`src/rtl/sbox_lane_scheduler.sv`:
```
// sbox_lane_scheduler: AES forward S-box engine shared by the cipher state (SubBytes) and
// key expansion (SubWord), LANES bytes per beat. Define SBOX_SCHED_PERF_EN for completion counters.
module sbox_lane_scheduler #(
  parameter int LANES = 4
) (
  input  logic         clk,
  input  logic         rst_n,
  input  logic         st_req_valid,
  output logic         st_req_ready,
  input  logic [127:0] st_req_data,
  output logic         st_rsp_valid,
  input  logic         st_rsp_ready,
  output logic [127:0] st_rsp_data,
  input  logic         kw_req_valid,
  output logic         kw_req_ready,
  input  logic [31:0]  kw_req_data,
  output logic         kw_rsp_valid,
  input  logic         kw_rsp_ready,
  output logic [31:0]  kw_rsp_data,
  output logic         busy,
  output logic         owner
`ifdef SBOX_SCHED_PERF_EN
  ,
  output logic [15:0]  st_done_cnt,
  output logic [15:0]  kw_done_cnt
`endif
);

  if (!(LANES == 1 || LANES == 2 || LANES == 4)) begin : g_bad_lanes
    $error("sbox_lane_scheduler: LANES must be 1, 2 or 4");
  end

  typedef enum logic [1:0] {IDLE, RUN, DONE} state_e;

  state_e       state, state_nxt;
  logic [127:0] work, work_sub;
  logic [3:0]   idx, last_idx;
  logic         last_owner, grant_kw, req_hs, rsp_hs;

  function automatic logic [7:0] xtime(input logic [7:0] a);
    return {a[6:0], 1'b0} ^ (a[7] ? 8'h1b : 8'h00);
  endfunction

  function automatic logic [7:0] gf_mul(input logic [7:0] a, input logic [7:0] b);
    logic [7:0] p, x;
    p = '0;
    x = a;
    for (int i = 0; i < 8; i++) begin
      if (b[i]) p = p ^ x;
      x = xtime(x);
    end
    return p;
  endfunction

  // Inverse as a^254 = a^2 * a^4 * ... * a^128 (maps 0 to 0), then the AES affine transform.
  function automatic logic [7:0] sbox(input logic [7:0] a);
    logic [7:0] sq, inv;
    sq  = a;
    inv = 8'h01;
    for (int i = 0; i < 7; i++) begin
      sq  = gf_mul(sq, sq);
      inv = gf_mul(inv, sq);
    end
    return inv ^ {inv[6:0], inv[7]} ^ {inv[5:0], inv[7:6]} ^ {inv[4:0], inv[7:5]}
               ^ {inv[3:0], inv[7:4]} ^ 8'h63;
  endfunction

  // Both beat counts are powers of two, so the final index always fits in four bits.
  assign last_idx = owner ? 4'(4 / LANES - 1) : 4'(16 / LANES - 1);
  assign grant_kw = kw_req_valid && (!st_req_valid || !last_owner);

  always_comb begin
    work_sub = work;
    for (int l = 0; l < LANES; l++) begin
      work_sub[((int'(idx) * LANES + l) & 15) * 8 +: 8] = sbox(work[((int'(idx) * LANES + l) & 15) * 8 +: 8]);
    end
  end

  // NOTE: every output of this block gets a default first, so no path can infer a latch.
  always_comb begin
    state_nxt    = state;
    st_req_ready = 1'b0;
    kw_req_ready = 1'b0;
    st_rsp_valid = 1'b0;
    kw_rsp_valid = 1'b0;
    case (state)
      IDLE: begin
        st_req_ready = st_req_valid && !grant_kw;
        kw_req_ready = grant_kw;
        if ((st_req_valid && !grant_kw) || grant_kw) state_nxt = RUN;
      end
      RUN:  if (idx == last_idx) state_nxt = DONE;
      DONE: begin
        st_rsp_valid = !owner;
        kw_rsp_valid = owner;
        if ((!owner && st_rsp_ready) || (owner && kw_rsp_ready)) state_nxt = IDLE;
      end
      default: state_nxt = IDLE;
    endcase
  end

  assign req_hs      = (st_req_valid && st_req_ready) || (kw_req_valid && kw_req_ready);
  assign rsp_hs      = (st_rsp_valid && st_rsp_ready) || (kw_rsp_valid && kw_rsp_ready);
  assign st_rsp_data = work;
  assign kw_rsp_data = work[31:0];
  assign busy        = (state != IDLE);

  // NOTE: registered state uses non-blocking assignments so every flop samples pre-edge values.
  always_ff @(posedge clk or negedge rst_n) begin
    if (!rst_n) begin
      state      <= IDLE;
      work       <= '0;
      idx        <= '0;
      owner      <= 1'b0;
      last_owner <= 1'b1;
    end else begin
      state <= state_nxt;
      case (state)
        IDLE: if (req_hs) begin
          work  <= grant_kw ? {96'h0, kw_req_data} : st_req_data;
          owner <= grant_kw;
          idx   <= '0;
        end
        RUN: begin
          work <= work_sub;
          idx  <= idx + 4'd1;
        end
        DONE: if (rsp_hs) last_owner <= owner;
        default: ;
      endcase
    end
  end

`ifdef SBOX_SCHED_PERF_EN
  always_ff @(posedge clk or negedge rst_n) begin
    if (!rst_n) begin
      st_done_cnt <= '0;
      kw_done_cnt <= '0;
    end else begin
      if (st_rsp_valid && st_rsp_ready && st_done_cnt != 16'hFFFF) st_done_cnt <= st_done_cnt + 16'd1;
      if (kw_rsp_valid && kw_rsp_ready && kw_done_cnt != 16'hFFFF) kw_done_cnt <= kw_done_cnt + 16'd1;
    end
  end
`endif

endmodule

```
`config.mk`:
```
export PLATFORM = sky130hd
export DESIGN_NAME = sbox_lane_scheduler
export DESIGN_NICKNAME = d
export VERILOG_FILES = /design/src/rtl/sbox_lane_scheduler.sv
export SDC_FILE = /design/constraint.sdc
export NUM_CORES = 2
export LEC_CHECK = 0
export CAP_MARGIN = 40
export CELL_PAD_IN_SITES_DETAIL_PLACEMENT = 0
export CELL_PAD_IN_SITES_GLOBAL_PLACEMENT = 1
export CORE_ASPECT_RATIO = 1.2
export CORE_MARGIN = 1
export CORE_UTILIZATION = 25
export CTS_CLUSTER_DIAMETER = 30
export DETAILED_ROUTE_END_ITERATION = 8
export PLACE_DENSITY_LB_ADDON = 0.25
export SLEW_MARGIN = 15
export SYNTH_ARGS = -nofsm -noshare
export SYNTH_HDL_FRONTEND = slang
export SYNTH_SLANG_ARGS = --single-unit
```
`constraint.sdc`:
```
create_clock -name clk -period 16.9 [get_ports clk]
set_input_delay 3.38 -clock clk [delete_from_list [all_inputs] [get_ports clk]]
set_output_delay 3.38 -clock clk [all_outputs]
set_load 0.005 [all_outputs]
```
==> results by stage <==
Floorplanning:
- The I/O pin count is 332.
- The die boundary height is 545.1 um.
- The die is 454.6 um wide.
- The core region is 244800 sq um.
- The total die area is 247800 sq um.
- In this run the core area contains 199 standard-cell rows.
- The initial utilization of the core area, before any placement, comes to 25.11%.

Synth:
- In the synthesized netlist, the number of instances is 8208.
- In this run, distinct cell masters in the synthesized netlist total 124.
- In the synthesized netlist the async set-or-reset flop fraction comes to 100.0%.
- The area share of the largest cell type after synthesis is 23.70%.
- The post-synthesis instance area is 61460 sq um.
- The number of nets in the synthesized netlist is 8397.
- Among all flip-flop cells after synthesis, the most frequent one is sky130_fd_sc_hd__dfrtp_1.
- After synthesis, the mean cell area works out to 7.488 sq um.
- The number of synthesis warnings is 0.
- The cell taking the most area after synthesis is sky130_fd_sc_hd__xnor2_1.
- Summing the sequential cell areas from Yosys gives 5.539% of the chip area.
- The synthesized design contains 136 register bits.
- The synthesized design contains 0 enable-type register cells.
- After synthesis, the cell types taking the most area are sky130_fd_sc_hd__xnor2_1 24%, sky130_fd_sc_hd__xnor3_1 8.6%, sky130_fd_sc_hd__nor2_1 6.9%, sky130_fd_sc_hd__xor2_1 5.9%, sky130_fd_sc_hd__nand2_1 5.8%.

Routing:
- For this run, the detailed router's first-pass iteration total came to 6.
- The DRC violation count after routing is 0.
- The routed layout has 59420 vias.
- After detailed routing, the average wire length per cell comes to 20.63 um.
- The ratio of routed vias to standard cells is 5.026.
- Summed over all layers, the routed wires come to 243900 um.
- The count of nets left with antenna violations once routing finished came out at 0.
- In this run, the number of DRC markers left after iteration 0 of detailed routing was 4013.

Timing:
- The clock arrives with 40.07 ps of skew.
- The highest attainable clock frequency is 61.72 MHz.
- The max-slew violation count is 0.
- The time the final worst path needs with I/O delays and setup is 16200 ps.
- Setup violations remaining at the end of the flow were counted as 0.
- Headroom to the max-slew limit came out at 38.92%.
- The final number of hold-violating endpoints was 0.
- Setup repair after global routing could not meet its margin everywhere.
- The final critical-path setup slack is 697.2 ps.
- Of the available clock period, the critical path in the final layout requires 95.87%.
- The transition time of the tightest slew-check pin is 909.7 ps.
- After routing, the total negative slack on setup checks comes to 0 ps.

Setup path:
- The capturing instance or port of the critical path is st_rsp_data[71]$_DFFE_PN0P_.
- The highest net fanout along the worst path is 13.
- STA classifies the critical path startpoint as a register.
- The delay of the slowest cell on the worst path is 630 ps.
- Data on the critical path is required at its endpoint by 17330 ps.
- The worst register-to-register path begins at idx[0]$_DFFE_PN0P_.
- The endpoint identified for the worst register-to-register timing path is st_rsp_data[71]$_DFFE_PN0P_.
- The slowest stage of the critical path belongs to the cell sky130_fd_sc_hd__mux4_2.
- In this run the register-to-register setup slack is 700 ps.
- The cell that appears most often on the critical path is sky130_fd_sc_hd__xnor2_1.
- The critical path startpoint is idx[0]$_DFFE_PN0P_.
- The number of cells on the worst reg-to-reg path is 54.
- The worst setup path is of the register to register kind.
- STA classifies the critical path endpoint as a register.
- Data arrives at the worst endpoint at 16630 ps.

GRT:
- The via count of the first global-routing pass is 57560.
- The initial antenna violation count is 9.
- In the global route stage, met2 resource usage came out at 33.54%.
- For this run, global-route usage on met1 was measured as 24.60%.
- The global routing stage identified its most utilized layer as met2.
- The wire length of the first global-routing pass is 370000 um.
- Entering global routing, the biggest net connects 58 pins.
- The met3 global-route usage is 1.181%.
- Global routing consumed, over all layers together, 18.93% of the routing resources.
- After global routing the overflow that remains totals 0.

Place:
- The setup slack at placement is -219.3 ps.
- The weighted congestion at the end of routability-driven global placement is 0.8774.
- The placed standard-cell area is 70970 sq um.
- Detailed placement finished with a half-perimeter wire length of 188200 um.
- The total of buffers placed on input and output ports is 331.

Clock tree:
- The number of H-tree levels is 4.
- The clock sink total is 136.
- After clock tree synthesis, the clock-pin slew on the worst setup and hold paths is 70 ps.
- The clock tree root driver cell is sky130_fd_sc_hd__clkbuf_16.
- The TritonCTS clock tree is done.
- The later pin in the worst-skew pair is clocked with a latency of 570 ps.
- The total clock buffers created by CTS is 25.
- Counting along the longest clock path gives a buffer depth of 3.

Layout:
- The area growth from synthesis to layout is 18.98%.
- The design area is 73130 sq um.
- The net count of the finished layout is 8775.
- Measured on the finished design, the core utilization comes to 29.88%.
- Cells with a size suffix above 1 make up 14.02% of the layout.

Run status:
- The flow ran to the end, and the final reports show no timing, DRC or antenna violations.

Run:
- The max-cap violation count is 0.

Worst hold path:
- The worst min-delay path category is register to register.
==> through the flow <==
step,instances,hold WS [ps]
global route,11820,549.0
CTS,11760,511.3
detailed placement,11720,495.8
finish,11820,516.0
global placement,11670,487.5
floorplan,8208,480.3
==> timing repair <==
action / CTS / global route
setup endpoints to repair: 40 / 128
hold buffers: 0 / 0
buffers inserted: 4 / 44
pin swaps: 2 / 22
gates resized for setup: 16 / 125
==> layout make-up <==
| class | count | area, sq um |
|---|---|---|
| clock buffers | 31 | 688.2 |
| flip-flops and latches | 136 | 3412 |
| fillers | 26370 | 171600 |
| diodes | 16 | 40.04 |
| inverters | 98 | 367.9 |
| clock inverters | 2 | 12.51 |
| multi-input cells | 7387 | 56450 |
| well taps | 3216 | 4024 |
| repair buffers | 938 | 8127 |
==> worst min path at each step <==
stage | start | to | slack, ps | depth (start not counted)
6_report | idx[2]$_DFFE_PN0P_ | idx[2]$_DFFE_PN0P_ | 520 | 1
4_1_cts | st_rsp_data[66]$_DFFE_PN0P_ | st_rsp_data[66]$_DFFE_PN0P_ | 510 | 2
5_1_grt | st_rsp_data[107]$_DFFE_PN0P_ | st_rsp_data[107]$_DFFE_PN0P_ | 550 | 2
3_5_place_dp | st_rsp_data[66]$_DFFE_PN0P_ | st_rsp_data[66]$_DFFE_PN0P_ | 500 | 2
3_3_place_gp | st_rsp_data[106]$_DFFE_PN0P_ | st_rsp_data[106]$_DFFE_PN0P_ | 490 | 2
2_1_floorplan | idx[2]$_DFFE_PN0P_ | idx[2]$_DFFE_PN0P_ | 480 | 1
==> cell usage after synthesis (19+ instances only) <==
library cell	n
sky130_fd_sc_hd__nor4_1	30
sky130_fd_sc_hd__a31oi_1	59
sky130_fd_sc_hd__mux2i_1	159
sky130_fd_sc_hd__xnor3_1	236
sky130_fd_sc_hd__nor2b_1	74
sky130_fd_sc_hd__o21ai_0	360
sky130_fd_sc_hd__xor3_1	29
sky130_fd_sc_hd__xnor2_4	33
sky130_fd_sc_hd__nor3_1	217
sky130_fd_sc_hd__a22oi_1	115
sky130_fd_sc_hd__dfrtp_1	135
sky130_fd_sc_hd__nand2_1	947
sky130_fd_sc_hd__o211ai_1	65
sky130_fd_sc_hd__buf_2	123
sky130_fd_sc_hd__o21ai_1	63
sky130_fd_sc_hd__clkbuf_1	355
sky130_fd_sc_hd__and3_1	36
sky130_fd_sc_hd__mux4_2	33
sky130_fd_sc_hd__inv_1	79
sky130_fd_sc_hd__nand2b_1	42
sky130_fd_sc_hd__o221ai_1	30
sky130_fd_sc_hd__xnor3_2	21
sky130_fd_sc_hd__xor2_1	415
sky130_fd_sc_hd__a221o_1	33
sky130_fd_sc_hd__mux2_2	40
sky130_fd_sc_hd__a32oi_1	24
sky130_fd_sc_hd__a211oi_1	61
sky130_fd_sc_hd__a221oi_1	37
sky130_fd_sc_hd__and2_1	39
sky130_fd_sc_hd__nor2_1	1134
sky130_fd_sc_hd__a21o_1	19
sky130_fd_sc_hd__o21a_1	20
sky130_fd_sc_hd__xor2_2	36
sky130_fd_sc_hd__or3_1	40
sky130_fd_sc_hd__a211o_1	23
sky130_fd_sc_hd__ha_1	23
sky130_fd_sc_hd__o31ai_1	28
sky130_fd_sc_hd__a21oi_1	444
sky130_fd_sc_hd__buf_4	64
sky130_fd_sc_hd__xnor2_2	124
sky130_fd_sc_hd__nand4_1	26
sky130_fd_sc_hd__buf_1	37
sky130_fd_sc_hd__o22ai_1	109
sky130_fd_sc_hd__nand3_1	165
sky130_fd_sc_hd__xnor2_1	1663
==> per-layer routing <==
layer / up-vias / part of all wire [%]
met4: 0 / 2.6
li1: 28900 / -
met3: 233 / 3.8
met2: 1488 / 50
met5: - / 0
met1: 28800 / 44
==> cells in the final DEF, fill, tap and decap left out, types with 25 or more instances in the layout <==
master	Yosys	layout
sky130_fd_sc_hd__xnor3_1	236	225
sky130_fd_sc_hd__xor3_1	29	29
sky130_fd_sc_hd__xnor3_2	21	32
sky130_fd_sc_hd__xor2_1	415	388
sky130_fd_sc_hd__mux2i_1	159	159
sky130_fd_sc_hd__xnor2_2	124	204
sky130_fd_sc_hd__buf_4	64	575
sky130_fd_sc_hd__o221ai_1	30	29
sky130_fd_sc_hd__mux4_2	33	33
sky130_fd_sc_hd__a21oi_1	444	439
sky130_fd_sc_hd__a22oi_1	115	115
sky130_fd_sc_hd__a221o_1	33	33
sky130_fd_sc_hd__clkbuf_16	0	25
sky130_fd_sc_hd__nand2b_1	42	42
sky130_fd_sc_hd__a221oi_1	37	37
sky130_fd_sc_hd__clkdlybuf4s50_1	0	330
sky130_fd_sc_hd__and3_1	36	34
sky130_fd_sc_hd__o21ai_0	360	358
sky130_fd_sc_hd__nor2_1	1134	1129
sky130_fd_sc_hd__xor2_2	36	60
sky130_fd_sc_hd__nor3_1	217	209
sky130_fd_sc_hd__dfrtp_1	135	133
sky130_fd_sc_hd__a31oi_1	59	59
sky130_fd_sc_hd__inv_1	79	79
sky130_fd_sc_hd__nor2b_1	74	73
sky130_fd_sc_hd__xnor2_4	33	49
sky130_fd_sc_hd__xnor2_1	1663	1567
sky130_fd_sc_hd__a211oi_1	61	59
sky130_fd_sc_hd__nor4_1	30	26
sky130_fd_sc_hd__and2_1	39	37
sky130_fd_sc_hd__or3_1	40	39
sky130_fd_sc_hd__o211ai_1	65	65
sky130_fd_sc_hd__nand2_1	947	943
sky130_fd_sc_hd__nand4_1	26	26
sky130_fd_sc_hd__mux2_2	40	40
sky130_fd_sc_hd__o22ai_1	109	109
sky130_fd_sc_hd__o31ai_1	28	26
sky130_fd_sc_hd__nand3_1	165	165
sky130_fd_sc_hd__o21ai_1	63	64
==> critical path, delay by kind of cell, from the launching register on <==
kind / cells / cell delay (ps)
XOR/XNOR: 32 / 10600
AO/OA/AOI/OAI: 7 / 1750
buffers and inverters: 6 / 1080
AND/OR/NAND/NOR: 7 / 1080
multiplexers: 1 / 630
flip-flops: 1 / 560
adder cells (fa/ha/maj): 1 / 330
==> kinds of logic after synthesis <==
| logic type | Yosys count | synth area share [%] |
|---|---|---|
| adder cells (fa/ha/maj) | 24 | 0.4845 |
| flip-flops | 136 | 5.540 |
| AO/OA/AOI/OAI | 1702 | 17.96 |
| buffers and inverters | 685 | 4.923 |
| AND/OR/NAND/NOR | 2856 | 20.08 |
| XOR/XNOR | 2567 | 46.33 |
| multiplexers | 238 | 4.680 |
==> flip-flops by register name, indices dropped and copies added (netlist names) <==
| register | flops |
|---|---|
| st_rsp_data | 128 |
| idx | 4 |
| last_owner | 1 |
| owner | 1 |
| state | 2 |
Power is not shown: default switching activity piles up to over one toggle a cycle in this logic, so the estimate is an artifact.
